--- src/rtl/traffic_sensor_conditioner.sv ---
// Conditions two bouncing car detectors into traffic requests for a light controller:
// sync + debounce, falling-edge hold stretch, per-street starvation guard, sticky lamp fault.
module traffic_sensor_conditioner #(
  parameter int DEBOUNCE  = 4,
  parameter int HOLD      = 3,
  parameter int MAX_GREEN = 16
) (
  input  logic       clk,
  input  logic       reset,
  input  logic       raw_a,
  input  logic       raw_b,
  input  logic [1:0] la,
  input  logic [1:0] lb,
  output logic       ta,
  output logic       tb,
  output logic       deb_a,
  output logic       deb_b,
  output logic       force_a,
  output logic       force_b,
  output logic       err
);

  localparam int DW = $clog2(DEBOUNCE + 1);
  localparam int HW = (HOLD > 0) ? $clog2(HOLD + 1) : 1;
  localparam int CW = $clog2(MAX_GREEN + 1);

  localparam logic [DW-1:0] DB_LAST = DW'(DEBOUNCE - 1);
  localparam logic [DW-1:0] DB_ONE  = DW'(1);
  localparam logic [HW-1:0] HOLD_LD = HW'(HOLD);
  localparam logic [HW-1:0] HOLD_ONE = HW'(1);
  localparam logic [CW-1:0] CNT_MAX = CW'(MAX_GREEN);
  localparam logic [CW-1:0] CNT_ONE = CW'(1);

  localparam logic [1:0] ST_IDLE  = 2'd0;
  localparam logic [1:0] ST_COUNT = 2'd1;
  localparam logic [1:0] ST_FORCE = 2'd2;

  localparam logic [1:0] LAMP_GREEN = 2'b10;
  localparam logic [1:0] LAMP_BAD   = 2'b11;

  logic [1:0]      raw;
  logic [1:0][1:0] lamp;
  logic [1:0]      deb;
  logic [1:0]      oth_deb;
  logic [1:0]      t_q;
  logic [1:0]      frc_q;
  logic            err_q;
  logic            err_nx;

  assign raw     = {raw_b, raw_a};
  assign lamp    = {lb, la};
  assign oth_deb = {deb[0], deb[1]};

  // Fault is folded in combinationally so a guard can never enter FORCE on the edge err sets.
  assign err_nx = err_q | (la == LAMP_BAD) | (lb == LAMP_BAD) |
                  ((la == LAMP_GREEN) & (lb == LAMP_GREEN));

  always_ff @(posedge clk or posedge reset) begin
    if (reset) begin
      err_q <= 1'b0;
    end else begin
      err_q <= err_nx;
    end
  end

  for (genvar i = 0; i < 2; i++) begin : g_ch
    logic          s1;
    logic          s2;
    logic          deb_r;
    logic [DW-1:0] dcnt;
    logic          deb_chg;
    logic [HW-1:0] hold;
    logic          req;
    logic          cond;
    logic [1:0]    st;
    logic [1:0]    st_nx;
    logic [CW-1:0] cnt;
    logic [CW-1:0] cnt_nx;
    logic          t_r;
    logic          f_r;

    assign deb_chg = (s2 != deb_r) && (dcnt == DB_LAST);
    assign req     = deb_r | (hold != '0);
    assign cond    = (lamp[i] == LAMP_GREEN) & req & oth_deb[i];

    always_ff @(posedge clk or posedge reset) begin
      if (reset) begin
        s1    <= 1'b0;
        s2    <= 1'b0;
        deb_r <= 1'b0;
        dcnt  <= '0;
        hold  <= '0;
      end else begin
        s1 <= raw[i];
        s2 <= s1;
        if (s2 == deb_r) begin
          dcnt <= '0;
        end else if (deb_chg) begin
          deb_r <= s2;
          dcnt  <= '0;
        end else begin
          dcnt <= dcnt + DB_ONE;
        end
        // A new rising level cancels any stretch still running from the previous fall.
        if (deb_chg && s2) begin
          hold <= '0;
        end else if (deb_chg) begin
          hold <= HOLD_LD;
        end else if (hold != '0) begin
          hold <= hold - HOLD_ONE;
        end
      end
    end

    always_comb begin
      st_nx  = st;
      cnt_nx = cnt;
      if (err_nx) begin
        st_nx  = ST_IDLE;
        cnt_nx = '0;
      end else begin
        case (st)
          ST_IDLE: begin
            if (cond) begin
              st_nx  = ST_COUNT;
              cnt_nx = CNT_ONE;
            end
          end
          ST_COUNT: begin
            if (!cond) begin
              st_nx  = ST_IDLE;
              cnt_nx = '0;
            end else if (cnt == CNT_MAX) begin
              st_nx = ST_FORCE;
            end else begin
              cnt_nx = cnt + CNT_ONE;
            end
          end
          ST_FORCE: begin
            if (lamp[i] != LAMP_GREEN) begin
              st_nx  = ST_IDLE;
              cnt_nx = '0;
            end
          end
          default: begin
            st_nx  = ST_IDLE;
            cnt_nx = '0;
          end
        endcase
      end
    end

    always_ff @(posedge clk or posedge reset) begin
      if (reset) begin
        st  <= ST_IDLE;
        cnt <= '0;
        t_r <= 1'b0;
        f_r <= 1'b0;
      end else begin
        st  <= st_nx;
        cnt <= cnt_nx;
        t_r <= req & (st_nx != ST_FORCE);
        f_r <= (st_nx == ST_FORCE);
      end
    end

    assign deb[i]   = deb_r;
    assign t_q[i]   = t_r;
    assign frc_q[i] = f_r;
  end

  assign ta      = t_q[0];
  assign tb      = t_q[1];
  assign deb_a   = deb[0];
  assign deb_b   = deb[1];
  assign force_a = frc_q[0];
  assign force_b = frc_q[1];
  assign err     = err_q;

endmodule

--- config.mk ---
export PLATFORM = sky130hd
export DESIGN_NAME = traffic_sensor_conditioner
export DESIGN_NICKNAME = d
export VERILOG_FILES = /design/src/rtl/traffic_sensor_conditioner.sv
export SDC_FILE = /design/constraint.sdc
export NUM_CORES = 1
export LEC_CHECK = 0
export ABC_AREA = 1
export CORE_AREA = 2 2 61 63
export CTS_BUF_LIST = sky130_fd_sc_hd__clkbuf_4 sky130_fd_sc_hd__clkbuf_8 sky130_fd_sc_hd__clkbuf_16
export DETAILED_ROUTE_END_ITERATION = 12
export DIE_AREA = 0 0 63 65
export GPL_TIMING_DRIVEN = 0
export PLACE_DENSITY_LB_ADDON = 0.1
export SYNTH_ARGS = -nofsm -noshare
export SYNTH_HDL_FRONTEND = slang
export SYNTH_SLANG_ARGS = --single-unit
--- constraint.sdc ---
create_clock -name clk -period 4.14 [get_ports clk]
set_input_delay 0.828 -clock clk [delete_from_list [all_inputs] [get_ports clk]]
set_output_delay 0.828 -clock clk [all_outputs]
set_load 0.02 [all_outputs]
==> results of run 1 <==
[routing by layer]
metal,track usage,vias up
met5,0,-
met4,0.07500,0
met3,0.05729,6
met2,0.3152,20
met1,0.2360,651
li1,-,760
[final timing paths]
kind | to | cells after the start
setup / recovery | deb_b | 1
max in group asynchronous | force_b | 2
hold / removal | g_ch[1].s2 | 0
min in group asynchronous | g_ch[0].hold[1] | 2
setup reg to reg | g_ch[1].cnt[2] | 8
hold reg to reg | g_ch[1].s2 | 0
[report_power, final]
part	switching, W	leakage (nW)	internal, W
Combinational	0.000171	0.573	0.000132
Sequential	0.0000364	0.446	0.000399
Clock	0.000118	0.0482	0.000143
Total	0.000326	1.07	0.000673
[through the flow]
| step | total power (W) | utilization | instance area (µm²) |
|---|---|---|---|
| floorplan | 0.0006607 | - | 1822 |
| finish | 0.0009989 | 0.6031 | 2108 |
| global placement | 0.0007409 | 0.5784 | 2022 |
| detailed placement | 0.0007463 | 0.5784 | 2022 |
| global route | 0.001074 | 0.6031 | 2108 |
| CTS | 0.001009 | 0.6031 | 2108 |
[cells in the mapped netlist]
master	number
nor2_2	2
nand4_1	4
a31o_2	1
mux2_2	1
ha_1	8
inv_1	44
buf_2	1
o21a_1	1
dfrtp_1	35
o211ai_1	1
nor2_4	1
o21ai_0	2
nor2_1	24
nand3_2	1
nand2_1	42
nand3_1	30
nor3_1	9
nand2_2	4
xnor2_1	2
or2_1	1
xor2_1	4
a21oi_1	9
[final cells by class]
class	count	area [µm²]	share of cell area
Inverter	44	165.2	0.07834
Tap cell	48	60.06	0.02849
Clock inverter	2	35.03	0.01662
Clock buffer	6	51.30	0.02433
Timing Repair Buffer	14	140.1	0.06647
Multi-Input combinational cell	147	775.7	0.3680
Buffer	1	5.005	0.002374
Sequential cell	35	875.8	0.4154
[logic make-up (layout without fill, tap and decap cells)]
kind of cell	after synthesis	count (layout)	synth area share
buffers and inverters	45	67	0.09340
AND/OR/NAND/NOR	118	118	0.2926
multiplexers	1	1	0.006181
adder cells (fa/ha/maj)	8	8	0.05495
flip-flops	35	35	0.4808
XOR/XNOR	6	6	0.02885
AO/OA/AOI/OAI	14	14	0.04327
[flip-flops by register name, summed over array words and instances (netlist names)]
register / count
deb_a: 1
deb_b: 1
err: 1
force_a: 1
force_b: 1
g_ch.cnt: 10
g_ch.dcnt: 6
g_ch.hold: 4
g_ch.s1: 2
g_ch.s2: 2
g_ch.st: 4
ta: 1
tb: 1
==> reports/summary.log, run 1 <==
[status] outcome finished clean
[yosys] synthesized netlist net count 243
[yosys] Synth area leader dfrtp_1
[yosys] number of instances in the synthesized netlist 227
[critical_path] worst-path cell with the longest stage delay clkdlybuf4s50_1
[die] Core Footprint 3496 µm²
[die] width of the die 63 µm
[clock_tree] clock tree root buffer cell clkbuf_4
[routing] met1 layer wirelength in the final routing 1604 µm
[timing] worst slew margin relative to its limit 0.5262
[place] placed wire-length estimate 2429 µm
[routing] drt initial violations 51
[global_routing] antenna violations before repair 0
[timing] final critical-path share of the clock period 0.5601
[critical_path] Worst path top cell family by delay buffers and inverters
[place] final weighted congestion of routability-driven global placement 0.7812
[final_layout] count of nets after finishing 264
[routing] drt first pass iters 4
[final_layout] count of fill cells added during filler insertion 336
[yosys] Synth Area per Inst 8.025 µm²
[timing] final setup violating endpoints 0
[routing] Post-Route WL 3333 µm
[place] instance count after placement with tap cells included 289
[timing] worst-margin pin slew 0.7096 ns
[critical_path] worst setup path startpoint deb_b
[timing] pins over their slew limit 0
[pwr] maximum VDD drop 0.3200 mV
[hold_path] start point of the worst min-delay path g_ch[1].s1
[final_layout] layout-stage area growth over the synthesis result 15.73%
[clock_tree] clk_lat worst skew 0.35 ns
[place] worst slack at placement 1.707 ns
[routing] routed length on met2 1561 µm
[timing] final hold vios 0
[job] Max-cap violations 0
[global_routing] total track usage 0.1914
[die] floorplan die area 4095 µm²
[yosys] count of warnings emitted by yosys 0
[final_layout] number of antenna cells inserted 0
[routing] total number of vias 1,437
[timing] Highest Clock Rate 0.4312 GHz
[yosys] top cells by area, synth dfrtp_1, inv_1, nand2_1
[routing] DRC violations left 0
[routing] met3 wirelength from detailed routing 108 µm
[final_layout] number of cells in the finished layout apart from fillers 297
[critical_path] source of the worst register-to-register timing path g_ch[1].hold[0]
[critical_path] type of destination of the critical path output port
[clock_tree] clk slew on worst S/H paths 0.10 ns
[die] starting density of the core 0.5211
[clock_tree] CTS buffer count 5
[hold_path] type of the most critical hold path flop to flop
[pwr] Leak 1.068 nW
[yosys] Syn Std Cell Area 1822 µm²
[final_layout] fraction of layout cells with a size suffix above 1 0.08032
[timing] Hold Slack 0.3637 ns
[clock_tree] Num Clock Sinks 35
[clock_tree] depth of the CTS H-tree 2
[routing] average detailed-routed wire length per instance 11.22 µm
[clock_tree] TritonCTS clock tree yes
[pwr] power density normalized to cell area 473.8 nW/µm²
[clock_tree] CTS hold repair buffers 0
[place] quantity of I/O buffers inserted on ports 14
[routing] post-route antenna net violation count 0
[timing] shortest period the worst path allows 2.319 ns
[critical_path] count of buffer and inverter cells on the critical path 1
[clock_tree] setup fix buffers added after clock tree synthesis 0
[yosys] Yosys top cell area share 0.4808
[die] standard-cell row count 22
[routing] Max Used Layer met4
[timing] Worst Setup Slack, final 1.821 ns
[die] vertical extent of the die 65 µm
[critical_path] biggest fanout along the worst timing path 7
[timing] unrepaired setup endpoints after global routing false
[critical_path] internal reg-to-reg setup slack 2.60 ns
[global_routing] global-route wire length before repair 6072 µm
[yosys] post-synthesis cell type count 22
[die] Ports 15
[final_layout] most frequent cells in the layout inv_1, nand2_1, dfrtp_1
[global_routing] global-route congestion overflow total 0
[critical_path] crit start category flop
[clock_tree] maximum buffer depth of the clock tree 2
[timing] Setup TNS 0 ns
[timing] worst clock skew on the final layout 0.008658 ns
[clock_tree] number of resized instances in the post-cts repair step 0
[global_routing] largest net degree at the start of global routing 36
[final_layout] most common cell after layout, fill and taps aside inv_1
[critical_path] CP peak stage delay 0.66 ns
[routing] post-detailed-route via-to-cell ratio 4.838
[global_routing] vias in the first global route 1,423
[critical_path] series of cell instances along the critical path clkdlybuf4s50_1
[critical_path] critical path start-end classification flop to output port
[critical_path] Critical Path RT 3.31 ns
[yosys] flop and latch count out of synthesis 35
[yosys] part of the Yosys area used for sequential elements 0.4808
[critical_path] arrival time reported for the critical path endpoint 1.49 ns
Note: power is estimated with default switching activity, not from simulation.
==> inputs of run 2 (changes only) <==
clock period = 2.33 ns   (was 4.14 ns; I/O delays follow)
==> results of run 2 <==
The final DEF is identical to that of run 1. Status: finished clean.
Among the figures that moved: setup slack after placement 1.707 ns -> 0.2591 ns; setup slack after layout 1.821 ns -> 0.3730 ns; register-to-register setup slack 2.60 ns -> 0.79 ns; total power 0.0009989 W -> 0.001775 W; worst IR drop on VDD 0.3200 mV -> 0.5686 mV
==> inputs of run 3 (changes only) <==
clock period = 1.9 ns   (was 2.33 ns; I/O delays follow)
==> run 3 against run 2 <==
Effect of this change:
- critical path depth is the same
- non-clock buffer count unchanged
- clock-buffer cell count stayed put
- critical path type unchanged
- largest cell class unchanged
==> reports/summary.log, run 3 (synthesis gave the netlist of run 1 again) <==
[final_layout] most frequent cells in the layout inv_1, nand2_1, dfrtp_1
[routing] Post-Route WL 3332 µm
[routing] average detailed-routed wire length per instance 11.22 µm
[final_layout] Top Registers g_ch.cnt (10), g_ch.dcnt (6)
[clock_tree] maximum buffer depth of the clock tree 2
[routing] post-route antenna net violation count 0
[timing] worst slew margin relative to its limit 0.5263
[pwr] maximum VDD drop 0.6970 mV
[critical_path] arrival time reported for the critical path endpoint 1.45 ns
[final_layout] number of cells in the finished layout apart from fillers 297
[timing] final hold vios 0
[final_layout] register bank with the most flops g_ch.cnt
[timing] worst clock skew on the final layout 0.005968 ns
[pwr] clock network fraction of design power 0.262
[global_routing] total track usage 0.1914
[place] final weighted congestion of routability-driven global placement 0.7812
[clock_tree] CTS buffer count 5
[pwr] Leak 1.076 nW
[routing] drt initial violations 46
[pwr] Internal Dissipation 0.001465 W
[timing] Worst Setup Slack, final 0.06834 ns
[die] Core Footprint 3496 µm²
[global_routing] global-route wire length before repair 6072 µm
[critical_path] Critical Path RT 1.52 ns
[final_layout] count of nets after finishing 264
[pwr] sequential power share 0.435
[timing] Highest Clock Rate 0.5460 GHz
[die] floorplan die area 4095 µm²
[place] worst slack at placement -0.08494 ns
[clock_tree] TritonCTS clock tree yes
[status] outcome finished clean
[clock_tree] Num Clock Sinks 35
[clock_tree] depth of the CTS H-tree 2
[final_layout] number of antenna cells inserted 0
[pwr] power density normalized to cell area 1031 nW/µm²
[timing] shortest period the worst path allows 1.832 ns
[clock_tree] clock tree root buffer cell clkbuf_4
[place] placed wire-length estimate 2429 µm
[die] width of the die 63 µm
[die] vertical extent of the die 65 µm
[critical_path] Worst path top cell family by delay buffers and inverters
[pwr] switching power share of the total 0.3269
[routing] DRC violations left 0
[die] standard-cell row count 22
[global_routing] global-route congestion overflow total 0
[timing] unrepaired setup endpoints after global routing false
[pwr] combinational fraction of design power 0.302
[clock_tree] clk_lat worst skew 0.35 ns
[die] Ports 15
[timing] final setup violating endpoints 0
[clock_tree] clk slew on worst S/H paths 0.11 ns
[pwr] total net switching power 0.0007113 W
[routing] drt first pass iters 4
[timing] worst-margin pin slew 0.7095 ns
[critical_path] worst-path cell with the longest stage delay clkdlybuf4s50_1
[die] starting density of the core 0.5211
[global_routing] vias in the first global route 1,423
[critical_path] CP peak stage delay 0.65 ns
[clock_tree] setup fix buffers added after clock tree synthesis 0
[timing] Setup TNS 0 ns
[timing] final critical-path share of the clock period 0.9640
[hold_path] type of the most critical hold path flop to flop
[global_routing] largest net degree at the start of global routing 36
[critical_path] type of destination of the critical path output port
[final_layout] layout-stage area growth over the synthesis result 15.87%
[job] Max-cap violations 0
[critical_path] crit start category flop
[place] instance count after placement with tap cells included 289
[final_layout] most common cell after layout, fill and taps aside inv_1
[place] quantity of I/O buffers inserted on ports 14
[routing] total number of vias 1,434
[critical_path] series of cell instances along the critical path clkdlybuf4s50_1
[final_layout] flip-flop count of the largest register, all copies and words added 10
[global_routing] antenna violations before repair 0
[critical_path] biggest fanout along the worst timing path 6
[critical_path] critical path start-end classification flop to output port
[critical_path] count of buffer and inverter cells on the critical path 1
[final_layout] fraction of layout cells with a size suffix above 1 0.08032
[timing] pins over their slew limit 0
[routing] post-detailed-route via-to-cell ratio 4.828
## run 3: final timing paths
kind | startpoint | cells after the start | endpoint | slack, ns
min in group asynchronous | reset | 2 | g_ch[0].hold[1] | 0.46
worst max-delay path | deb_a | 1 | deb_a | 0.07
worst min register to register | g_ch[1].s1 | 0 | g_ch[1].s2 | 0.36
max in group asynchronous | reset | 2 | g_ch[0].st[1] | 1.00
worst max register to register | g_ch[1].hold[0] | 8 | g_ch[1].cnt[2] | 0.36
worst min-delay path | g_ch[1].s1 | 0 | g_ch[1].s2 | 0.36
## run 3: metal layers
layer	track usage	wire length [µm]
met1	0.2360	1599
met2	0.3152	1558
met3	0.05729	116
met4	0.07500	58
met5	0	0
## run 3: layout make-up
class | instances | area (µm²)
sequential | 35 | 875.8
clock inverter | 2 | 35.03
inverter | 44 | 165.2
buffer | 1 | 5.005
tap | 48 | 60.06
multi-input combinational | 147 | 775.7
fill | 335 | 1385
clock buffer | 6 | 51.30
timing repair buffer | 14 | 142.6
## run 3: power groups by stage
| stage | Combinational [W] | Clock (W) | Sequential [W] |
|---|---|---|---|
| finish | 0.000658 | 0.000571 | 0.000947 |
| global route | 0.000760 | 0.000615 | 0.000961 |
| CTS | 0.000671 | 0.000578 | 0.000950 |
| detailed placement | 0.000663 | 0 | 0.000963 |
| global placement | 0.000655 | 0 | 0.000959 |
| floorplan | 0.000445 | 0 | 0.000995 |
## run 3: stage by stage
stage	total power, W	util	hold slack, ns	cell area, µm²
finish	0.002176	0.6038	0.3637	2111
floorplan	0.001440	-	0.3312	1822
detailed placement	0.001626	0.5784	0.3465	2022
global placement	0.001614	0.5784	0.3323	2022
CTS	0.002199	0.6031	0.3712	2108
global route	0.002336	0.6038	0.3786	2111
## run 3: timing repair
action,in CTS,in global routing
endpoints found under the setup margin,0,1
hold buffers,0,0
resized for setup,0,1
